--- src/rtl/fir_tdm_mc_pkg.sv ---
// Shared types and default geometry for the time-multiplexed multi-channel FIR.
// Index-width helper keeps single-entry dimensions at one bit.
package fir_tdm_pkg;

  typedef enum logic [1:0] {IDLE, MAC, RND} state_t;

  function automatic int idx_w(input int n);
    return (n > 1) ? $clog2(n) : 1;
  endfunction

  localparam int DEF_DATA_WIDTH  = 16;
  localparam int DEF_COEF_WIDTH  = 15;
  localparam int DEF_NUM_TAPS    = 16;
  localparam int DEF_NUM_CH      = 2;
  localparam int DEF_ACCUM_WIDTH = 38;
  localparam int DEF_LSB_RM      = 22;
  localparam int DEF_OUT_WIDTH   = 16;

  localparam int DEF_PTR_W = idx_w(DEF_NUM_TAPS);
  localparam int DEF_TAP_W = idx_w(DEF_NUM_TAPS);
  localparam int DEF_CH_W  = idx_w(DEF_NUM_CH);

endpackage

--- src/rtl/fir_tdm_mc_if.sv ---
// Sample load / coefficient write / result bundle of the TDM FIR.
// master = upstream+downstream side, slave = filter.
interface fir_tdm_mc_if import fir_tdm_pkg::*; #(
  parameter int DATA_WIDTH = DEF_DATA_WIDTH,
  parameter int COEF_WIDTH = DEF_COEF_WIDTH,
  parameter int NUM_TAPS   = DEF_NUM_TAPS,
  parameter int NUM_CH     = DEF_NUM_CH,
  parameter int OUT_WIDTH  = DEF_OUT_WIDTH
);
  logic signed [DATA_WIDTH-1:0]   data_in;
  logic                           ld;
  logic                           coef_we;
  logic [idx_w(NUM_TAPS)-1:0]     coef_addr;
  logic signed [COEF_WIDTH-1:0]   coef_data;
  logic                           rdy_to_ld;
  logic signed [OUT_WIDTH-1:0]    fir_result;
  logic [idx_w(NUM_CH)-1:0]       res_ch;
  logic                           done;
  logic                           sat;

  modport master (
    output data_in, ld, coef_we, coef_addr, coef_data,
    input  rdy_to_ld, fir_result, res_ch, done, sat
  );

  modport slave (
    input  data_in, ld, coef_we, coef_addr, coef_data,
    output rdy_to_ld, fir_result, res_ch, done, sat
  );
endinterface

--- src/rtl/fir_rnd_sat.sv ---
// Combinational round-half-up by LSB_RM bits followed by signed saturation to OUT_WIDTH.
// One guard bit keeps the rounding add from wrapping at the top of the accumulator range.
module fir_rnd_sat #(
  parameter int ACCUM_WIDTH = 38,
  parameter int LSB_RM      = 22,
  parameter int OUT_WIDTH   = 16
) (
  input  logic signed [ACCUM_WIDTH-1:0] acc,
  output logic signed [OUT_WIDTH-1:0]   r,
  output logic                          sat
);
  localparam int EW = ACCUM_WIDTH + 1;
  localparam logic signed [EW-1:0] MAX_V = {{(EW-OUT_WIDTH+1){1'b0}}, {(OUT_WIDTH-1){1'b1}}};
  localparam logic signed [EW-1:0] MIN_V = ~MAX_V;

  logic signed [EW-1:0] acc_ext;
  logic signed [EW-1:0] sum;
  logic signed [EW-1:0] shifted;

  assign acc_ext = {acc[ACCUM_WIDTH-1], acc};

  generate
    if (LSB_RM == 0) begin : g_no_rnd
      assign sum = acc_ext;
    end else begin : g_rnd
      localparam logic signed [EW-1:0] HALF = EW'(1) << (LSB_RM - 1);
      assign sum = acc_ext + HALF;
    end
  endgenerate

  assign shifted = sum >>> LSB_RM;

  always_comb begin
    r   = shifted[OUT_WIDTH-1:0];
    sat = 1'b0;
    if (shifted > MAX_V) begin
      r   = MAX_V[OUT_WIDTH-1:0];
      sat = 1'b1;
    end else if (shifted < MIN_V) begin
      r   = MIN_V[OUT_WIDTH-1:0];
      sat = 1'b1;
    end
  end
endmodule

--- src/rtl/fir_tdm_mc.sv ---
// Single-MAC FIR shared by NUM_CH round-robin channels, runtime coefficients, rounded+saturated output.
// Latency NUM_TAPS+2 enabled cycles; rdy_to_ld low while busy, clk_en low freezes all state.
module fir_tdm_mc import fir_tdm_pkg::*; #(
  parameter int DATA_WIDTH  = DEF_DATA_WIDTH,
  parameter int COEF_WIDTH  = DEF_COEF_WIDTH,
  parameter int NUM_TAPS    = DEF_NUM_TAPS,
  parameter int NUM_CH      = DEF_NUM_CH,
  parameter int ACCUM_WIDTH = DEF_ACCUM_WIDTH,
  parameter int LSB_RM      = DEF_LSB_RM,
  parameter int OUT_WIDTH   = DEF_OUT_WIDTH
) (
  input logic          clk,
  input logic          rst,
  input logic          clk_en,
  fir_tdm_mc_if.slave  bus
);
  localparam int TAP_W  = idx_w(NUM_TAPS);
  localparam int CH_W   = idx_w(NUM_CH);
  localparam int PROD_W = DATA_WIDTH + COEF_WIDTH;

  state_t                        state_q, state_d;
  logic [CH_W-1:0]               ch_q, ch_d, res_ch_q, res_ch_d;
  logic [TAP_W-1:0]              ptr_q, ptr_d, k_q, k_d, tap_idx;
  logic signed [ACCUM_WIDTH-1:0] acc_q, acc_d, prod_ext;
  logic signed [PROD_W-1:0]      prod;
  logic signed [DATA_WIDTH-1:0]  dline_q [NUM_CH][NUM_TAPS];
  logic signed [DATA_WIDTH-1:0]  dline_d [NUM_CH][NUM_TAPS];
  logic signed [COEF_WIDTH-1:0]  coef_q [NUM_TAPS];
  logic signed [COEF_WIDTH-1:0]  coef_d [NUM_TAPS];
  logic signed [OUT_WIDTH-1:0]   fir_result_q, fir_result_d, rnd_r;
  logic                          done_q, done_d, sat_q, sat_d, rnd_sat, accept;

  fir_rnd_sat #(
    .ACCUM_WIDTH (ACCUM_WIDTH),
    .LSB_RM      (LSB_RM),
    .OUT_WIDTH   (OUT_WIDTH)
  ) u_rnd_sat (
    .acc (acc_q),
    .r   (rnd_r),
    .sat (rnd_sat)
  );

  // Delay line is circular: newest sample at ptr, tap k reads ptr-k modulo NUM_TAPS.
  assign tap_idx  = ptr_q - k_q;
  assign prod     = PROD_W'(coef_q[k_q]) * PROD_W'(dline_q[ch_q][tap_idx]);
  assign prod_ext = {{(ACCUM_WIDTH-PROD_W){prod[PROD_W-1]}}, prod};
  assign accept   = (state_q == IDLE) && bus.ld;

  always_comb begin
    state_d      = state_q;
    ch_d         = ch_q;
    ptr_d        = ptr_q;
    k_d          = k_q;
    acc_d        = acc_q;
    dline_d      = dline_q;
    coef_d       = coef_q;
    fir_result_d = fir_result_q;
    res_ch_d     = res_ch_q;
    sat_d        = sat_q;
    done_d       = 1'b0;
    unique case (state_q)
      IDLE: begin
        if (accept) begin
          dline_d[ch_q][ptr_q] = bus.data_in;
          acc_d   = '0;
          k_d     = '0;
          state_d = MAC;
        end else if (bus.coef_we) begin
          coef_d[bus.coef_addr] = bus.coef_data;
        end
      end
      MAC: begin
        acc_d = acc_q + prod_ext;
        k_d   = k_q + TAP_W'(1);
        if (k_q == TAP_W'(NUM_TAPS - 1)) state_d = RND;
      end
      RND: begin
        fir_result_d = rnd_r;
        sat_d        = rnd_sat;
        res_ch_d     = ch_q;
        done_d       = 1'b1;
        state_d      = IDLE;
        // The write slot only advances once every channel has consumed it.
        if (ch_q == CH_W'(NUM_CH - 1)) begin
          ch_d  = '0;
          ptr_d = ptr_q + TAP_W'(1);
        end else begin
          ch_d = ch_q + CH_W'(1);
        end
      end
      default: state_d = IDLE;
    endcase
  end

  always_ff @(posedge clk) begin
    if (rst) begin
      state_q      <= IDLE;
      ch_q         <= '0;
      ptr_q        <= '0;
      k_q          <= '0;
      acc_q        <= '0;
      dline_q      <= '{default: '0};
      coef_q       <= '{default: '0};
      fir_result_q <= '0;
      res_ch_q     <= '0;
      sat_q        <= 1'b0;
      done_q       <= 1'b0;
    end else if (clk_en) begin
      state_q      <= state_d;
      ch_q         <= ch_d;
      ptr_q        <= ptr_d;
      k_q          <= k_d;
      acc_q        <= acc_d;
      dline_q      <= dline_d;
      coef_q       <= coef_d;
      fir_result_q <= fir_result_d;
      res_ch_q     <= res_ch_d;
      sat_q        <= sat_d;
      done_q       <= done_d;
    end
  end

  assign bus.rdy_to_ld  = (state_q == IDLE);
  assign bus.fir_result = fir_result_q;
  assign bus.res_ch     = res_ch_q;
  assign bus.done       = done_q;
  assign bus.sat        = sat_q;
endmodule

--- src/flat_wrapper.sv ---
// flat-port wrapper written by rule: the top's interface ports become plain ports
module fir_tdm_mc_flat import fir_tdm_pkg::*;
#(
  parameter int DATA_WIDTH  = DEF_DATA_WIDTH,
  parameter int COEF_WIDTH  = DEF_COEF_WIDTH,
  parameter int NUM_TAPS    = DEF_NUM_TAPS,
  parameter int NUM_CH      = DEF_NUM_CH,
  parameter int ACCUM_WIDTH = DEF_ACCUM_WIDTH,
  parameter int LSB_RM      = DEF_LSB_RM,
  parameter int OUT_WIDTH   = DEF_OUT_WIDTH
)
  (clk, rst, clk_en, bus_data_in, bus_ld, bus_coef_we, bus_coef_addr, bus_coef_data, bus_rdy_to_ld, bus_fir_result, bus_res_ch, bus_done, bus_sat);
  fir_tdm_mc_if #(.DATA_WIDTH(DATA_WIDTH), .COEF_WIDTH(COEF_WIDTH), .NUM_TAPS(NUM_TAPS), .NUM_CH(NUM_CH), .OUT_WIDTH(OUT_WIDTH)) bus_i ();
  input logic clk;
  input logic rst;
  input logic clk_en;
  input wire logic [$bits(bus_i.data_in)-1:0] bus_data_in;
  input wire logic [$bits(bus_i.ld)-1:0] bus_ld;
  input wire logic [$bits(bus_i.coef_we)-1:0] bus_coef_we;
  input wire logic [$bits(bus_i.coef_addr)-1:0] bus_coef_addr;
  input wire logic [$bits(bus_i.coef_data)-1:0] bus_coef_data;
  output wire logic [$bits(bus_i.rdy_to_ld)-1:0] bus_rdy_to_ld;
  output wire logic [$bits(bus_i.fir_result)-1:0] bus_fir_result;
  output wire logic [$bits(bus_i.res_ch)-1:0] bus_res_ch;
  output wire logic [$bits(bus_i.done)-1:0] bus_done;
  output wire logic [$bits(bus_i.sat)-1:0] bus_sat;
  assign bus_i.data_in = bus_data_in;
  assign bus_i.ld = bus_ld;
  assign bus_i.coef_we = bus_coef_we;
  assign bus_i.coef_addr = bus_coef_addr;
  assign bus_i.coef_data = bus_coef_data;
  assign bus_rdy_to_ld = bus_i.rdy_to_ld;
  assign bus_fir_result = bus_i.fir_result;
  assign bus_res_ch = bus_i.res_ch;
  assign bus_done = bus_i.done;
  assign bus_sat = bus_i.sat;
  fir_tdm_mc #(.DATA_WIDTH(DATA_WIDTH), .COEF_WIDTH(COEF_WIDTH), .NUM_TAPS(NUM_TAPS), .NUM_CH(NUM_CH), .ACCUM_WIDTH(ACCUM_WIDTH), .LSB_RM(LSB_RM), .OUT_WIDTH(OUT_WIDTH)) u_core (.clk(clk), .rst(rst), .clk_en(clk_en), .bus(bus_i));
endmodule
--- config.mk ---
export PLATFORM = sky130hd
export DESIGN_NAME = fir_tdm_mc_flat
export DESIGN_NICKNAME = d
export VERILOG_FILES = /design/src/rtl/fir_tdm_mc_pkg.sv /design/src/rtl/fir_tdm_mc_if.sv /design/src/rtl/fir_rnd_sat.sv /design/src/rtl/fir_tdm_mc.sv /design/src/flat_wrapper.sv
export SDC_FILE = /design/constraint.sdc
export NUM_CORES = 2
export LEC_CHECK = 0
export BUFFER_PORTS_ARGS = -buffer_cell sky130_fd_sc_hd__clkbuf_2
export CORE_MARGIN = 4
export CORE_UTILIZATION = 55
export CTS_BUF_LIST = sky130_fd_sc_hd__clkbuf_8
export DETAILED_ROUTE_END_ITERATION = 10
export PLACE_DENSITY = 0.71
export SLEW_MARGIN = 20
export SYNTH_ARGS = -nofsm -noshare
export SYNTH_HDL_FRONTEND = slang
export SYNTH_SLANG_ARGS = --single-unit
--- constraint.sdc ---
create_clock -name clk -period 19.2 [get_ports clk]
set_input_delay 0 -clock clk [delete_from_list [all_inputs] [get_ports clk]]
set_output_delay 0 -clock clk [all_outputs]
set_load 0.02 [all_outputs]
-- Word-level counts from Yosys, hierarchy flattened
Cells that the tools add are included.
- register bits: 820
- add/subtract/negate cells: 6
- $mul: 1
- magnitude comparators: 10
- equal/unequal tests: 5
- muxes and demuxes: 30
- bitwise operators: 6
- reduce and logical (&&, ||, !) cells: 12
- operators with widths (kind ; number):
    $mux 256 ; 4
    $bwmux 512 ; 1
    $demux 256 s1 ; 1
    $bwmux 240 ; 1
    $mux 16 ; 5
    $pmux 38 s2 ; 1
    $bmux 16 s4 ; 1
    $demux 16 s4 ; 1
    $bmux 15 s4 ; 1
    $demux 15 s4 ; 1
    $mux 15 ; 3
    $add 38x23->39 const B ; 1
    $add 38x31->38 ; 1
    $mux 38 ; 1
    $mul 15x16->31 ; 1
    $ge 5x5->1 const B ; 4
    $not 4->5 ; 4
    $gt 17x16->1 const B ; 1
    $lt 17x16->1 const B ; 1
    $reduce_and 3->1 ; 4
    $lt 5x1->1 const B ; 2
    $add 4x1->4 const B ; 2
    $pmux 4 s2 ; 1
    $eq 4x4->1 const B ; 1
    other kinds (18) ; 26

-- Longest topological paths before layout
- depth in word-level cells: 10
- gate-level depth with buffers: 37
- mapped depth without buffers: 32

-- Cells and area by module
From an unflattened synthesis, not the netlist that was laid out.
- cell total of the unflattened synthesis: 5446
- area total of the unflattened synthesis: 46657.2 µm²
- modules (own cells, without submodules) (module ; instances ; cells an instance ; area an instance (µm²) ; seq. area each (µm²)):
    fir_tdm_mc ; 1 ; 5356 ; 46091.7 ; 16415.7
    fir_rnd_sat ; 1 ; 90 ; 565.5 ; 0.0

-- Least setup slack after synthesis
No wires, ideal clock.
- path kind: register to register
- start: register u_core.k_q[1]
- end: register u_core.acc_q[36]
- setup time: 117 ps
- arrival: 8773 ps
- setup slack: 10310 ps
- stages on the path, launching flop included: 34
- path buffers: 4
- path through: dfxtp_1 > buf_2 > buf_1 > clkbuf_1 > inv_1 > ha_1 > a21o_1 > a21oi_2 > xnor2_2 > mux4_2 > mux2i_1 > clkbuf_1 > nand2b_1 > inv_1 > fa_1 > fa_1 > inv_1 > fa_1 > inv_1 > fa_1 > fa_1 > inv_1 > fa_1 > inv_1 > ha_1 > nand3_1 > nor3_1 > and4_1 > a31oi_1 > a311oi_1 > a31oi_1 > o21ai_0 > xor2_1 > a22o_1
- word-level cells in the longest chain between the ends: 8
- elaborated cells between the ends (all ways): 12
- those cells by class: add/sub (2); mul (1); mux (7); bitwise (2)
- ends and longest elaborated chain (what ; RTL line ; RTL):
    start: declaration ; fir_tdm_mc.sv:23 ; logic [TAP_W-1:0] ptr_q, ptr_d, k_q, k_d, tap_idx;
    start signal: assignment ; fir_tdm_mc.sv:112 ; k_q <= k_d;
    $sub 4x4->4 ; fir_tdm_mc.sv:44 ; assign tap_idx = ptr_q - k_q;
    $not 4->5 (implied by the code) ; fir_tdm_mc.sv:45 ; assign prod = PROD_W'(coef_q[k_q]) * PROD_W'(dline_q[ch_q][tap_idx]);
    $bmux 16 s4 ; fir_tdm_mc.sv:45 ;
    $mux 16 (implied by the code) (2 in series) ; fir_tdm_mc.sv:45 ;
    $mul 15x16->31 * ; fir_tdm_mc.sv:45 ;
    $add 38x31->38 * ; fir_tdm_mc.sv:73 ; acc_d = acc_q + prod_ext;
    $pmux 38 s2 * ; fir_tdm_mc.sv:61 ; unique case (state_q)
    end signal: assignment ; fir_tdm_mc.sv:101 ; acc_q <= '0;
    end signal: assignment ; fir_tdm_mc.sv:113 ; acc_q <= acc_d;
    end: declaration ; fir_tdm_mc.sv:24 ; logic signed [ACCUM_WIDTH-1:0] acc_q, acc_d, prod_ext;
Mark *: on every way between the ends. The rest lies on a longest branch, timed or not. The select of a mux whose other input is x is not followed.
A chain may end at the register's enable or synchronous reset.

-- Worst setup path in the final report
- start: register u_core.ch_q
- end: register u_core.acc_q[36]
- word-level cells in the longest chain between the ends: 10
- ends and longest elaborated chain (what ; RTL line ; RTL):
    start: declaration ; fir_tdm_mc.sv:22 ; logic [CH_W-1:0] ch_q, ch_d, res_ch_q, res_ch_d;
    start signal: assignment ; fir_tdm_mc.sv:110 ; ch_q <= ch_d;
    $not 1->2 (implied by the code) ; fir_tdm_mc.sv:45 ;
    $mux 256 (implied by the code) (3 in series) ; fir_tdm_mc.sv:45 ;
    $bmux 16 s4 ; fir_tdm_mc.sv:45 ;
    $mux 16 (implied by the code) (2 in series) ; fir_tdm_mc.sv:45 ;
    $mul 15x16->31 ; fir_tdm_mc.sv:45 ;
    $add 38x31->38 ; fir_tdm_mc.sv:73 ;
    $pmux 38 s2 ; fir_tdm_mc.sv:61 ;
Every way passes these cells. The select of a mux whose other input is x is not followed.

==> run summary <==
Largest net degree at the start of global routing: 154
Tot GR Track Use: 0.294
Switching Share: 0.248
Status: completed
Fillers: 7170
Pre-CTS setup slack: 8.93 ns
Ratio of cells with drive above 1 in the final layout: 0.116
Number of synthesized flops with an enable pin: 0
Die width: 298 um
Slew at the pin with the worst max-slew slack: 1.04 ns
Final worst path period need: 10.29 ns
Clock Power Share: 0.457
CTS root buf: clkbuf_8
Gpl congestion: 0.898
FMAX: 97.2 MHz
Total Wirelength: 131000 um
Initial core utilization: 0.555
Post-CTS Setup Inserts: 0
Final period utilization: 0.536
Vias: 37384
IO Pins: 60
Pwr dens: 68.4 nW/um^2
Final setup violation count: 0
Worst path slowest cell: buf_4
Sequential fraction of design power: 0.496
PnR Total Power: 3.45 mW
Setup crit end kind: flop
Worst path bufs/invs: 8
Syn avg cell area: 8.82 um^2
Die area: 89000 um^2
RSZ-0062 raised after global routing: no
Routed Antenna Nets: 0
Antenna violations before repair: 5
CORE AREA: 83600 um^2
Dpl cells: 6117
Worst path most repeated cell: fa_1
Slew headroom: 0.304
Post-cts sizing count: 0
Slowest stage delay, CP: 0.81 ns
Combinational power share: 0.047
Area growth syn-to-layout: 8.80%
Delay-heaviest family, CP: adder cells
Cell count after synthesis: 5254
GR Overflow Total: 0
Worst min-delay path class: input port to flop
VDD IR max: 67.2 uV
Clock tree buffer depth: 3
WP data arrival: 10.99 ns
Async set-reset flop share out of synthesis: 0
DP HPWL: 86000 um
Final hold slack: 0.0730 ns
# DRC: 0
Setup_tns: 0 ns
Number of distinct library cells after synthesis: 62
Setup Skew: 0.0505 ns
Internal power: 2.59 mW
Post-Syn Area: 46400 um^2
Final-stage net count: 5670
Synth Warn #: 0
First-pass GRT wire length: 208000 um
Drt pass-1 iters: 8
Worst-path clk slew: 0.06 ns
Req. time, crit path: 19.90 ns
Final Hold Viols: 0
Vias in the first global route: 37116
# rows: 106
Vias per cell: 5.83
I/O Buffers: 59
Net load switching power: 0.857 mW
Leakage dissipation: 19.0 nW
Final Instance Count excl. Fillers: 6408
CP Class: flop to flop
Final worst slack: 8.91 ns
Register area share after synthesis: 0.354
Wirelength per Cell: 20.4 um
Final slew viol count: 0
Worst Path Max Fanout: 43
CTS Sinks: 820
Starting DRC count in detailed routing: 3902
TritonCTS clock tree: done
Post-synth top flop: dfxtp_1
Syn nets: 5701
Num CTS Buffers: 139
H-tree level count: 4
Synth Register Bits: 820
Max Cap Viol: 0
Worst skew pair latency: 0.82 ns
Die H: 298 um
Worst setup SP type: flop
[cell families (layout without fill, tap and decap cells)]
family	after synthesis	after routing	synth area share
xor+xnor	54	54	0.0104
compound gates	877	877	0.101
buf+inv	746	817	0.0658
other cells	0	3	0
simple gates	2045	2045	0.181
flops	820	820	0.354
fa+ha+maj	407	407	0.157
mux	305	305	0.131
[routing by layer]
metal / global-route usage / vias up / wire (um)
met5: 0 / - / 9
met4: 0.138 / 2 / 6360
met3: 0.0539 / 368 / 10500
met2: 0.474 / 1610 / 61200
met1: 0.387 / 18272 / 52600
li1: - / 17132 / -
[state kept, by name, indices dropped and copies added (netlist names)]
register	cells
u_core.acc_q	38
u_core.bus.res_ch	1
u_core.ptr_q	4
u_core.ch_q	1
u_core.dline_q	512
u_core.k_q	4
u_core.bus.done	1
u_core.bus.sat	1
u_core.state_q	2
u_core.bus.fir_result	16
u_core.coef_q	240
[per-stage QoR]
step / util / instance area [um^2]
floorplan: - / 46400
global placement: 0.564 / 47200
detailed placement: 0.564 / 47200
CTS: 0.603 / 50400
global route: 0.604 / 50400
finish: 0.604 / 50400
[power groups by stage]
| stage | logic [mW] | clock network [mW] | registers (mW) |
|---|---|---|---|
| after floorplan | 0.104 | 0 | 1.74 |
| after global placement | 0.150 | 0 | 1.75 |
| after detailed placement | 0.150 | 0 | 1.75 |
| after CTS | 0.157 | 1.60 | 1.71 |
| after global routing | 0.168 | 1.68 | 1.71 |
| final | 0.161 | 1.58 | 1.71 |
[repair_timing]
item | CTS | global route
hold endpoints to repair | 625 | 0
hold buffers | 45 | 0
setup endpoints to repair | 0 | 0
[cells in the mapped netlist (all sizes together) (19+ instances only)]
master | n | share of area
inv | 383 | 0.031
ha | 116 | 0.031
nor2 | 232 | 0.019
mux2i | 77 | 0.019
o21ai | 32 | 0.0035
nand2b | 123 | 0.017
fa | 291 | 0.13
a22o | 20 | 0.0038
mux4 | 228 | 0.11
or2 | 19 | 0.0026
nand3 | 53 | 0.0057
nor2b | 34 | 0.0046
and2 | 23 | 0.0031
a21oi | 749 | 0.081
buf | 76 | 0.012
nor3 | 29 | 0.0035
xnor2 | 37 | 0.0072
clkbuf | 286 | 0.023
nand2 | 1496 | 0.12
dfxtp | 820 | 0.35
[worst register-to-register path, delay by kind of cell (launching register included)]
family          cells  cell delay (ns)
simple gates        4             0.84
xor+xnor            1             0.10
fa+ha+maj           7             3.71
flops               1             0.74
buf+inv             8             2.24
compound gates      5             1.23
mux                 3             1.33
[path summary, 6_finish.rpt]
| kind | start | to | slack (ns) | cells after the start |
|---|---|---|---|---|
| worst max register to register | u_core.ch_q | u_core.acc_q[36] | 8.91 | 28 |
| worst max-delay path | u_core.ch_q | u_core.acc_q[36] | 8.91 | 28 |
| worst min register to register | u_core.coef_q[84] | u_core.coef_q[84] | 0.45 | 2 |
| worst min-delay path | bus_data_in[10] | u_core.dline_q[170] | 0.07 | 3 |
[layout make-up]
type	count	area, um^2	area share
multi-input combinational	3688	27000	0.535
sequential	820	16400	0.326
clock buffer	177	2440	0.0483
inverter	384	1440	0.0286
timing repair buffer	190	1410	0.0279
tap	1080	1350	0.0268
clock inverter	66	359	0.00712
antenna	3	7.51	0.000149
[cells in the final DEF, fill, tap and decap left out, drive strengths merged, types with 4 or more instances in the layout]
cell type	n
a21oi	749
fa	291
clkinvlp	4
and4	4
and2	23
inv	431
clkbuf	235
xnor2	37
nand3	53
a31oi	6
nor2	232
nor2b	34
dfxtp	820
dlygate4sd3	45
clkinv	14
nand4	10
buf	87
or2	19
mux4	228
o21a	8
xor2	17
nand2	1496
a22o	20
a211oi	12
or3	9
o211ai	5
ha	116
nor3	29
a22oi	6
a21o	17
o21ai	32
mux2i	77
and3	8
nand2b	123
(Power assumes the default switching activity.)
